`src/rtl/rf_wb_pkg.sv`:
```
// Shared widths, constants and the queue entry type for the register-file writeback queue.
package rf_wb_pkg;

    localparam int unsigned ADDR_W    = 5;
    localparam int unsigned DATA_W    = 32;
    localparam int unsigned WBQ_DEPTH = 4;
    localparam logic [ADDR_W-1:0] REG_ZERO = 5'd0;

    typedef struct packed {
        logic              valid;
        logic [ADDR_W-1:0] addr;
        logic [DATA_W-1:0] data;
    } wb_entry_t;

endpackage

```
`src/rtl/wbq_bypass_match.sv`:
```
// Combinational youngest-match search over the writeback queue for one operand lookup.
module wbq_bypass_match #(
    parameter int unsigned DEPTH = 4
) (
    input  rf_wb_pkg::wb_entry_t              i_entries [DEPTH],
    input  logic [$clog2(DEPTH)-1:0]          i_tail,
    input  logic [rf_wb_pkg::ADDR_W-1:0]      i_addr,
    output logic                              o_hit,
    output logic [rf_wb_pkg::DATA_W-1:0]      o_data
);
    import rf_wb_pkg::*;

    localparam int unsigned PTR_W = $clog2(DEPTH);

    logic              w_match;
    logic [DATA_W-1:0] w_data;
    logic [PTR_W-1:0]  w_idx;

    // Walk oldest to youngest (tail-DEPTH .. tail-1) so the youngest match overwrites.
    always_comb begin
        w_match = 1'b0;
        w_data  = '0;
        w_idx   = '0;
        for (int k = DEPTH; k >= 1; k--) begin
            w_idx = i_tail - PTR_W'(k);
            if (i_entries[w_idx].valid && (i_entries[w_idx].addr == i_addr)) begin
                w_match = 1'b1;
                w_data  = i_entries[w_idx].data;
            end
        end
    end

    assign o_hit  = w_match & (i_addr != REG_ZERO);
    assign o_data = o_hit ? w_data : '0;

endmodule

```
`src/rtl/rf_writeback_queue.sv`:
```
// In-order writeback queue: accepts load/ALU results, drains one register-file write per
// clock, and offers bypass lookups over entries not yet committed.
module rf_writeback_queue #(
    parameter int unsigned DEPTH  = rf_wb_pkg::WBQ_DEPTH,
    parameter int unsigned ADDR_W = rf_wb_pkg::ADDR_W,
    parameter int unsigned DATA_W = rf_wb_pkg::DATA_W
) (
    input  logic                       i_clk,
    input  logic                       i_rst_n,
    input  logic                       i_alu_valid,
    input  logic [ADDR_W-1:0]          i_alu_addr,
    input  logic [DATA_W-1:0]          i_alu_data,
    output logic                       o_alu_ready,
    input  logic                       i_ld_valid,
    input  logic [ADDR_W-1:0]          i_ld_addr,
    input  logic [DATA_W-1:0]          i_ld_data,
    output logic                       o_ld_ready,
    input  logic                       i_rf_hold,
    output logic                       o_rf_we,
    output logic [ADDR_W-1:0]          o_rf_addr,
    output logic [DATA_W-1:0]          o_rf_data,
    input  logic [ADDR_W-1:0]          i_byp1_addr,
    output logic                       o_byp1_hit,
    output logic [DATA_W-1:0]          o_byp1_data,
    input  logic [ADDR_W-1:0]          i_byp2_addr,
    output logic                       o_byp2_hit,
    output logic [DATA_W-1:0]          o_byp2_data,
    output logic [$clog2(DEPTH):0]     o_count,
    output logic                       o_full,
    output logic                       o_empty
);
    import rf_wb_pkg::*;

    localparam int unsigned PTR_W = $clog2(DEPTH);
    localparam int unsigned CNT_W = PTR_W + 1;

    wb_entry_t        r_entries [DEPTH];
    logic [PTR_W-1:0] r_head;
    logic [PTR_W-1:0] r_tail;
    logic [CNT_W-1:0] r_count;

    logic              w_full;
    logic              w_empty;
    logic              w_accept;
    logic              w_push;
    logic              w_pop;
    logic [ADDR_W-1:0] w_push_addr;
    logic [DATA_W-1:0] w_push_data;
    wb_entry_t         w_head_entry;

    assign w_full  = (r_count == CNT_W'(DEPTH));
    assign w_empty = (r_count == '0);

    // Readiness depends only on registered occupancy, never on the same-cycle drain.
    assign o_ld_ready  = i_ld_valid & ~w_full;
    assign o_alu_ready = i_alu_valid & ~w_full & ~i_ld_valid;

    assign w_accept    = o_ld_ready | o_alu_ready;
    assign w_push_addr = i_ld_valid ? i_ld_addr : i_alu_addr;
    assign w_push_data = i_ld_valid ? i_ld_data : i_alu_data;
    assign w_push      = w_accept & (w_push_addr != REG_ZERO);
    assign w_pop       = ~w_empty & ~i_rf_hold;

    assign w_head_entry = r_entries[r_head];

    always_ff @(posedge i_clk or negedge i_rst_n) begin
        if (!i_rst_n) begin
            r_head  <= '0;
            r_tail  <= '0;
            r_count <= '0;
            for (int i = 0; i < DEPTH; i++) begin
                r_entries[i] <= '0;
            end
        end else begin
            if (w_push) begin
                r_entries[r_tail].valid <= 1'b1;
                r_entries[r_tail].addr  <= w_push_addr;
                r_entries[r_tail].data  <= w_push_data;
                r_tail                  <= r_tail + 1'b1;
            end
            if (w_pop) begin
                r_entries[r_head].valid <= 1'b0;
                r_head                  <= r_head + 1'b1;
            end
            case ({w_push, w_pop})
                2'b10:   r_count <= r_count + 1'b1;
                2'b01:   r_count <= r_count - 1'b1;
                default: r_count <= r_count;
            endcase
        end
    end

    assign o_rf_we   = w_pop;
    assign o_rf_addr = w_pop ? w_head_entry.addr : '0;
    assign o_rf_data = w_pop ? w_head_entry.data : '0;

    assign o_count = r_count;
    assign o_full  = w_full;
    assign o_empty = w_empty;

    wbq_bypass_match #(
        .DEPTH (DEPTH)
    ) u_byp1 (
        .i_entries (r_entries),
        .i_tail    (r_tail),
        .i_addr    (i_byp1_addr),
        .o_hit     (o_byp1_hit),
        .o_data    (o_byp1_data)
    );

    wbq_bypass_match #(
        .DEPTH (DEPTH)
    ) u_byp2 (
        .i_entries (r_entries),
        .i_tail    (r_tail),
        .i_addr    (i_byp2_addr),
        .o_hit     (o_byp2_hit),
        .o_data    (o_byp2_data)
    );

endmodule

```
`config.mk`:
```
export PLATFORM = sky130hd
export DESIGN_NAME = rf_writeback_queue
export DESIGN_NICKNAME = d
export VERILOG_FILES = /design/src/rtl/rf_wb_pkg.sv /design/src/rtl/wbq_bypass_match.sv /design/src/rtl/rf_writeback_queue.sv
export SDC_FILE = /design/constraint.sdc
export NUM_CORES = 1
export LEC_CHECK = 0
export ABC_AREA = 1
export CAP_MARGIN = 10
export CORE_MARGIN = 3
export CORE_UTILIZATION = 52
export CTS_CLUSTER_DIAMETER = 120
export DETAILED_ROUTE_END_ITERATION = 10
export PLACE_DENSITY_LB_ADDON = 0.2
export SLEW_MARGIN = 20
export SYNTH_ARGS = -nofsm -noshare
export SYNTH_HDL_FRONTEND = slang
export SYNTH_SLANG_ARGS = --single-unit
```
`constraint.sdc`:
```
create_clock -name i_clk -period 3.2 [get_ports i_clk]
set_clock_uncertainty 0.2 [all_clocks]
set_input_delay 0.64 -clock i_clk [delete_from_list [all_inputs] [get_ports i_clk]]
set_output_delay 0.64 -clock i_clk [all_outputs]
set_load 0.03 [all_outputs]
```
# Word level (Yosys, flattened, before mapping)
# Index checks and enable logic that the tools add are counted.
# Widths: inputs -> output; s select.
[totals]
output_inout_bits = 111
word_cells = 124
inputBits = 89
ff_bits = 159
[classes]
n_eq_ne = 11
reduce_logical = 15
muxes = 52
n_addsub = 7
n_bitwise = 17
order_cmp = 7
[op_table]
columns = ["operator", "count"]
rows = [
  ["$bwmux 152", 4],
  ["$mux 32", 13],
  ["$bmux 38 s2", 5],
  ["$mux 38", 10],
  ["$demux 38 s2", 4],
  ["$mux 152", 2],
  ["$mux 37", 3],
  ["$eq 5x5->1", 8],
  ["$ge 3x3->1 const B", 5],
  ["$not 2->3", 5],
  ["$reduce_bool 5->1", 3],
  ["$logic_and 1x1->1", 10],
  ["$mux 5", 2],
  ["$mux 1", 8],
  ["$and 1x1->1", 7],
  ["$lt 3x1->1 const B", 2],
  ["$pmux 3 s2", 1],
  ["$add 2x1->2 const B", 2],
  ["$not 1->1", 4],
  ["$sub 2x2->2 const B", 2],
  ["$add 3x1->3 const B", 1],
  ["$eq 3x3->1 const B", 1],
  ["$logic_not 3->1", 1],
  ["$sub 3x1->3 const B", 1],
  ["other kinds (5)", 5],
]

# Logic depth before layout (Yosys ltp)
[logic_depth]
depth_word = 12
depth_mapped = 18
depth_no_buf = 14

# Hierarchy
# A second synthesis with hierarchy kept.
[hier_totals]
hier_cells = 3662
area_unflattened_um2 = 19859.0
[by_module_without_submodules]
columns = ["module", "area_each_um2", "seq_area_each_um2", "n_inst", "cells_per_inst"]
rows = [
  ["wbq_bypass_match", 5644.2, 0.0, 2, 1261],
  ["rf_writeback_queue", 8570.7, 3978.8, 1, 1140],
]

# Least setup slack after synthesis
# Ideal clock, no wire load.
[synth_timing]
path_kind = "register to output"
startpoint = "register r_tail[1]"
endpoint = "output o_byp1_data[0]"
slack_ns = -0.361
t_arrival_ns = 2.721
n_path_buf = 4
required_ns = 2.360
path_stages_with_launch = 16
cell_sequence = "dfrtp_1 -> inv_2 -> buf_2 -> ha_1 -> inv_2 -> buf_6 -> buf_4 -> nand2_1 -> nand2_1 -> nand2_1 -> nor2_1 -> nand3_1 -> inv_2 -> buf_2 -> a21oi_1 -> a21oi_1"
[synth_between]
elab_chain_cells = 12
word_cells_on_any_way = 37
classes_between = "3 x add/sub; 4 x eq/ne; 21 x mux; 5 x bitwise; 4 x reduce/logical"
[synth_lines]
columns = ["item", "line_no", "text"]
rows = [
  ["start: declaration", "rf_writeback_queue.sv:39", "logic [PTR_W-1:0] r_tail;"],
  ["start signal: assignment", "rf_writeback_queue.sv:79", "r_tail <= r_tail + 1'b1;"],
  ["$sub 2x2->2 or $not 2->3 (tied branches)", "wbq_bypass_match.sv:25, wbq_bypass_match.sv:26, wbq_bypass_match.sv:28", ""],
  ["$not 2->3 (implied by the code) or $bmux 38 s2 (tied branches)", "wbq_bypass_match.sv:26, wbq_bypass_match.sv:28", ""],
  ["$bmux 38 s2 or $mux 38 (tied branches)", "wbq_bypass_match.sv:26, wbq_bypass_match.sv:28", ""],
  ["$mux 38, on equally long branches", "wbq_bypass_match.sv:26, wbq_bypass_match.sv:28", ""],
  ["$mux 38 (implied by the code) or $eq 5x5->1 (tied branches)", "wbq_bypass_match.sv:26", "if (i_entries[w_idx].valid && (i_entries[w_idx].addr == i_addr)) begin"],
  ["$eq 5x5->1 or $logic_and 1x1->1 (tied branches)", "wbq_bypass_match.sv:26", ""],
  ["$logic_and 1x1->1 or $mux 1 (tied branches)", "wbq_bypass_match.sv:26", ""],
  ["$mux 1 (3 in a row)", "wbq_bypass_match.sv:26", ""],
  ["$and 1x1->1", "wbq_bypass_match.sv:33", "assign o_hit = w_match & (i_addr != REG_ZERO);"],
  ["$mux 32 (*)", "wbq_bypass_match.sv:34", "assign o_data = o_hit ? w_data : '0;"],
  ["end: declaration", "rf_writeback_queue.sv:24", "output logic [DATA_W-1:0] o_byp1_data,"],
]
# Mark *: on every way between the ends. The rest lies on a longest branch, timed or not. The select of a mux whose other input is x is not followed.

# Worst setup path after layout
[layout_timing]
startpoint = "register r_tail[0]"
endpoint = "output o_byp2_data[21]"
[layout_between]
elab_chain_cells = 12
word_cells_on_any_way = 37
classes_between = "3 x add/sub; 4 x eq/ne; 21 x mux; 5 x bitwise; 4 x reduce/logical"
[layout_lines]
columns = ["item", "line_no", "text"]
rows = [
  ["$sub 2x2->2 or $not 2->3 (tied branches)", "wbq_bypass_match.sv:25, wbq_bypass_match.sv:26, wbq_bypass_match.sv:28", ""],
  ["$not 2->3 (implied by the code) or $bmux 38 s2 (tied branches)", "wbq_bypass_match.sv:26, wbq_bypass_match.sv:28", ""],
  ["$bmux 38 s2 or $mux 38 (tied branches)", "wbq_bypass_match.sv:26, wbq_bypass_match.sv:28", ""],
  ["$mux 38, on equally long branches", "wbq_bypass_match.sv:26, wbq_bypass_match.sv:28", ""],
  ["$mux 38 (implied by the code) or $eq 5x5->1 (tied branches)", "wbq_bypass_match.sv:26", ""],
  ["$eq 5x5->1 or $logic_and 1x1->1 (tied branches)", "wbq_bypass_match.sv:26", ""],
  ["$logic_and 1x1->1 or $mux 1 (tied branches)", "wbq_bypass_match.sv:26", ""],
  ["$mux 1 (3 in a row)", "wbq_bypass_match.sv:26", ""],
  ["$and 1x1->1", "wbq_bypass_match.sv:33", ""],
  ["$mux 32 (*)", "wbq_bypass_match.sv:34", ""],
  ["end: declaration", "rf_writeback_queue.sv:27", "output logic [DATA_W-1:0] o_byp2_data,"],
]
# Marked as above.

==> Flow_metrics.wiki <==
{| class="wikitable"
! Metric !! Value
|-
| Fill count || 2386
|-
| Grt met3 use || 0.136
|-
| Biggest area contributors in the synthesized netlist || sky130_fd_sc_hd__dfrtp_1 (26%), sky130_fd_sc_hd__nand2_1 (19%), sky130_fd_sc_hd__o21ai_0 (14%)
|-
| Number of register bits inferred by synthesis || 159
|-
| Placeable core region || 28900 um2
|-
| Share of the synthesized area in the top cell type || 0.260
|-
| Flip-flop cell with the highest count after synthesis || sky130_fd_sc_hd__dfrtp_1
|-
| Total die area || 31500 um2
|-
| Die height || 177 um
|-
| Fin nets || 2894
|-
| Part of the Yosys area used for sequential elements || 0.260
|-
| Met2 track utilization from global routing || 0.513
|-
| Setup-failing EPs final || 66
|-
| Worst path required time || 2360 ps
|-
| Worst setup margin || -593 ps
|-
| Vias after detailed routing || 19000
|-
| Slew of the pin with the lowest slew margin || 719 ps
|-
| Number of enable flip-flop cells after synthesis || 0
|-
| Most frequent cell on the critical path || sky130_fd_sc_hd__nand2_1
|-
| CP startpoint kind || flop
|-
| Type of destination of the critical path || output pin
|-
| Tot GR Track Use || 0.374
|-
| Clock root buffer master || sky130_fd_sc_hd__clkbuf_16
|-
| Final hold viol count || 2
|-
| Distinct cells, synth || 35
|-
| Global route hottest layer || met1
|-
| Share of cells above drive strength 1 || 0.181
|-
| Max Transition Viols Final || 0
|-
| Global-route wire length before repair || 93.1 mm
|-
| Insertion delay to the later sink of the worst-skew pair || 420 ps
|-
| Critical-path maximum fanout || 9
|-
| Post-synthesis cell type with the largest combined area || sky130_fd_sc_hd__dfrtp_1
|-
| Antenna violations before repair || 0
|-
| DRT iter0 DRCs || 2905
|-
| IO Port Bufs || 199
|-
| Worst Hold Slack || -13.5 ps
|-
| Total instance count after detailed placement || 3152
|-
| Number of clock sinks || 159
|-
| Starting utilization of the core area || 0.530
|-
| Hold/Removal Path Class || primary input to asynchronous set/reset pin
|-
| Cells along the critical path || buf_4, o21ai_1, nand2_1, nand2_1, nand2_1, nor2_2, nand3_1, nand2_1, inv_4, nand2_4, nand3_1, a21oi_4, buf_12
|-
| Cell Area, Synth || 15300 um2
|-
| Number of diodes || 0
|-
| Unrepaired setup endpoints after global routing || true
|-
| Total half-perimeter wirelength after legalization and detailed placement || 44.0 mm
|-
| Largest net degree at the start of global routing || 156
|-
| Final Wtd Congestion || 0.959
|-
| Share of the cycle needed by the critical path after routing || 1.19
|-
| Sum of overflow across all layers after global routing || 0
|-
| Met1 routing resource usage after global routing || 0.567
|-
| Via count of the first global-routing pass || 16800
|-
| Maximum achievable frequency || 264 MHz
|-
| Drt via density || 5.97
|-
| Result of the run || complete, but fails checks
|-
| Layout Area Growth over Synthesis || 37.4%
|-
| Worst rel slew slack || 0.516
|-
| Die W || 177 um
|-
| # DRC || 0
|-
| Largest buffer count on any clock path || 2
|-
| Synthesized net count || 2689
|-
| Number of violations of the max-capacitance limit || 0
|-
| Site row count || 62
|-
| Non-filler instance count after layout || 3192
|-
| Slowest Stage Delay on Critical Path || 530 ps
|-
| CP max stage cell || sky130_fd_sc_hd__dfrtp_4
|-
| Flip-flop and latch area || 3990 um2
|-
| TritonCTS clock tree || done
|-
| IO Pins || 200
|-
| Violations in the final reports || hold timing, setup timing
|-
| Synthesized area divided by synthesized cell count || 5.90 um2
|-
| Area of combinational cells with multiple inputs || 10100 um2
|-
| Post-synth ARST share || 1.00
|-
| Clock slew at the register clock pins of the worst setup and hold paths || 70 ps
|-
| WS Path Type || flop to output pin
|-
| Iteration count of the initial detailed-routing pass || 6
|-
| Worst endpoint data arrival time || 2950 ps
|-
| Final worst path period need || 3790 ps
|-
| Number of nets with antenna violations after detailed routing || 0
|-
| Library cell with the highest instance count after synthesis || sky130_fd_sc_hd__nand2_1
|-
| Total length of routed wires || 60.9 mm
|-
| Detail-routed net length per standard cell || 19.1 um
|-
| Cell count after synthesis || 2590
|-
| Synth top cells by count || sky130_fd_sc_hd__nand2_1 (757), sky130_fd_sc_hd__o21ai_0 (417), sky130_fd_sc_hd__inv_1 (288), sky130_fd_sc_hd__nand3_1 (183), sky130_fd_sc_hd__a21oi_1 (177)
|-
| Number of H-tree levels || 4
|-
| Number of synthesis warnings || 0
|-
| CTS Buf Count || 17
|-
| Number of hold buffers added after cts || 0
|}
## routing by layer
| metal | vias up | part of all wire |
|---|---|---|
| met2 | 1314 | 0.40 |
| met4 | 0 | 0.017 |
| met3 | 107 | 0.15 |
| met5 | - | 0 |
| li1 | 8865 | - |
| met1 | 8759 | 0.43 |
## stage by stage
stage | area (um2) | hold WS, ps | setup slack (ps) | setup TNS [ps] | util
2_1_floorplan | 15900 | 144 | -17.4 | -17.4 | -
3_3_place_gp | 19900 | 293 | -342 | -15050 | 0.690
3_5_place_dp | 19900 | 312 | -393 | -17550 | 0.690
4_1_cts | 20900 | 12.1 | -522 | -32130 | 0.724
5_1_grt | 21000 | 7.41 | -703 | -42570 | 0.728
6_report | 21000 | -13.5 | -593 | -36130 | 0.728
## worst paths after layout
kind                                              from                    endpoint  slack [ps]  cells past startpoint
worst max-delay path             r_tail[0]$_DFFE_PN0N_             o_byp2_data[21]        -590                     13
min in group i_clk              o_count[1]$_DFFE_PN0P_      o_count[1]$_DFFE_PN0P_         320                      2
max in group asynchronous                      i_rst_n  asynchronous set/reset pin        1980                      2
worst max register to register   r_tail[1]$_DFFE_PN0N_                        flop         780                      8
worst min-delay path                           i_rst_n  asynchronous set/reset pin         -10                      1
worst min register to register  o_count[1]$_DFFE_PN0P_      o_count[1]$_DFFE_PN0P_         320                      2
## cell families (layout without fill, tap and decap cells)
logic type	Yosys count	after routing	synth area share
AOI/OAI and AO/OA	759	759	0.262
xor gates and xnor gates	4	4	0.00229
adders and majority gates	10	10	0.00867
buffers and inverters	501	717	0.137
DFF	159	159	0.260
and+or+nand+nor	1157	1159	0.331
## cell usage in the layout, fill, tap and decap left out, types with 12 or more instances in the layout
cell type and n:
sky130_fd_sc_hd__a21oi_1 142, sky130_fd_sc_hd__a21oi_4 65, sky130_fd_sc_hd__buf_12 113, sky130_fd_sc_hd__buf_4 153
sky130_fd_sc_hd__buf_6 13, sky130_fd_sc_hd__clkbuf_16 19, sky130_fd_sc_hd__clkdlybuf4s50_1 93, sky130_fd_sc_hd__dfrtp_1 157
sky130_fd_sc_hd__inv_1 287, sky130_fd_sc_hd__nand2_1 752, sky130_fd_sc_hd__nand2_2 12, sky130_fd_sc_hd__nand3_1 153
sky130_fd_sc_hd__nand3_2 65, sky130_fd_sc_hd__nand4_1 63, sky130_fd_sc_hd__nor2_1 89, sky130_fd_sc_hd__o21a_1 33
sky130_fd_sc_hd__o21ai_0 409, sky130_fd_sc_hd__o21ai_1 102
## worst max-delay path: cells and delay by family, from the launching register on
kind	cells	cell delay (ps)
and+or+nand+nor	8	1040
DFF	1	530
buffers and inverters	3	440
AOI/OAI and AO/OA	2	520
## area by class of cell
class | count | share of cell area
Multi-Input combinational cell | 1932 | 0.482
Tap cell | 384 | 0.0229
Sequential cell | 159 | 0.190
Clock buffer | 18 | 0.0209
Clock inverter | 14 | 0.00619
Inverter | 305 | 0.0562
Timing Repair Buffer | 380 | 0.222
## timing repair
item / CTS / global route
pin swaps: 10 / 6
gates resized for setup: 76 / 18
gates cloned: 4 / 2
buffers inserted: 1 / 1
setup endpoints to repair: 66 / 66
Power is left out: the tool's default activity adds up to more than one toggle a clock period on the data nets, which glitch-free logic cannot reach.
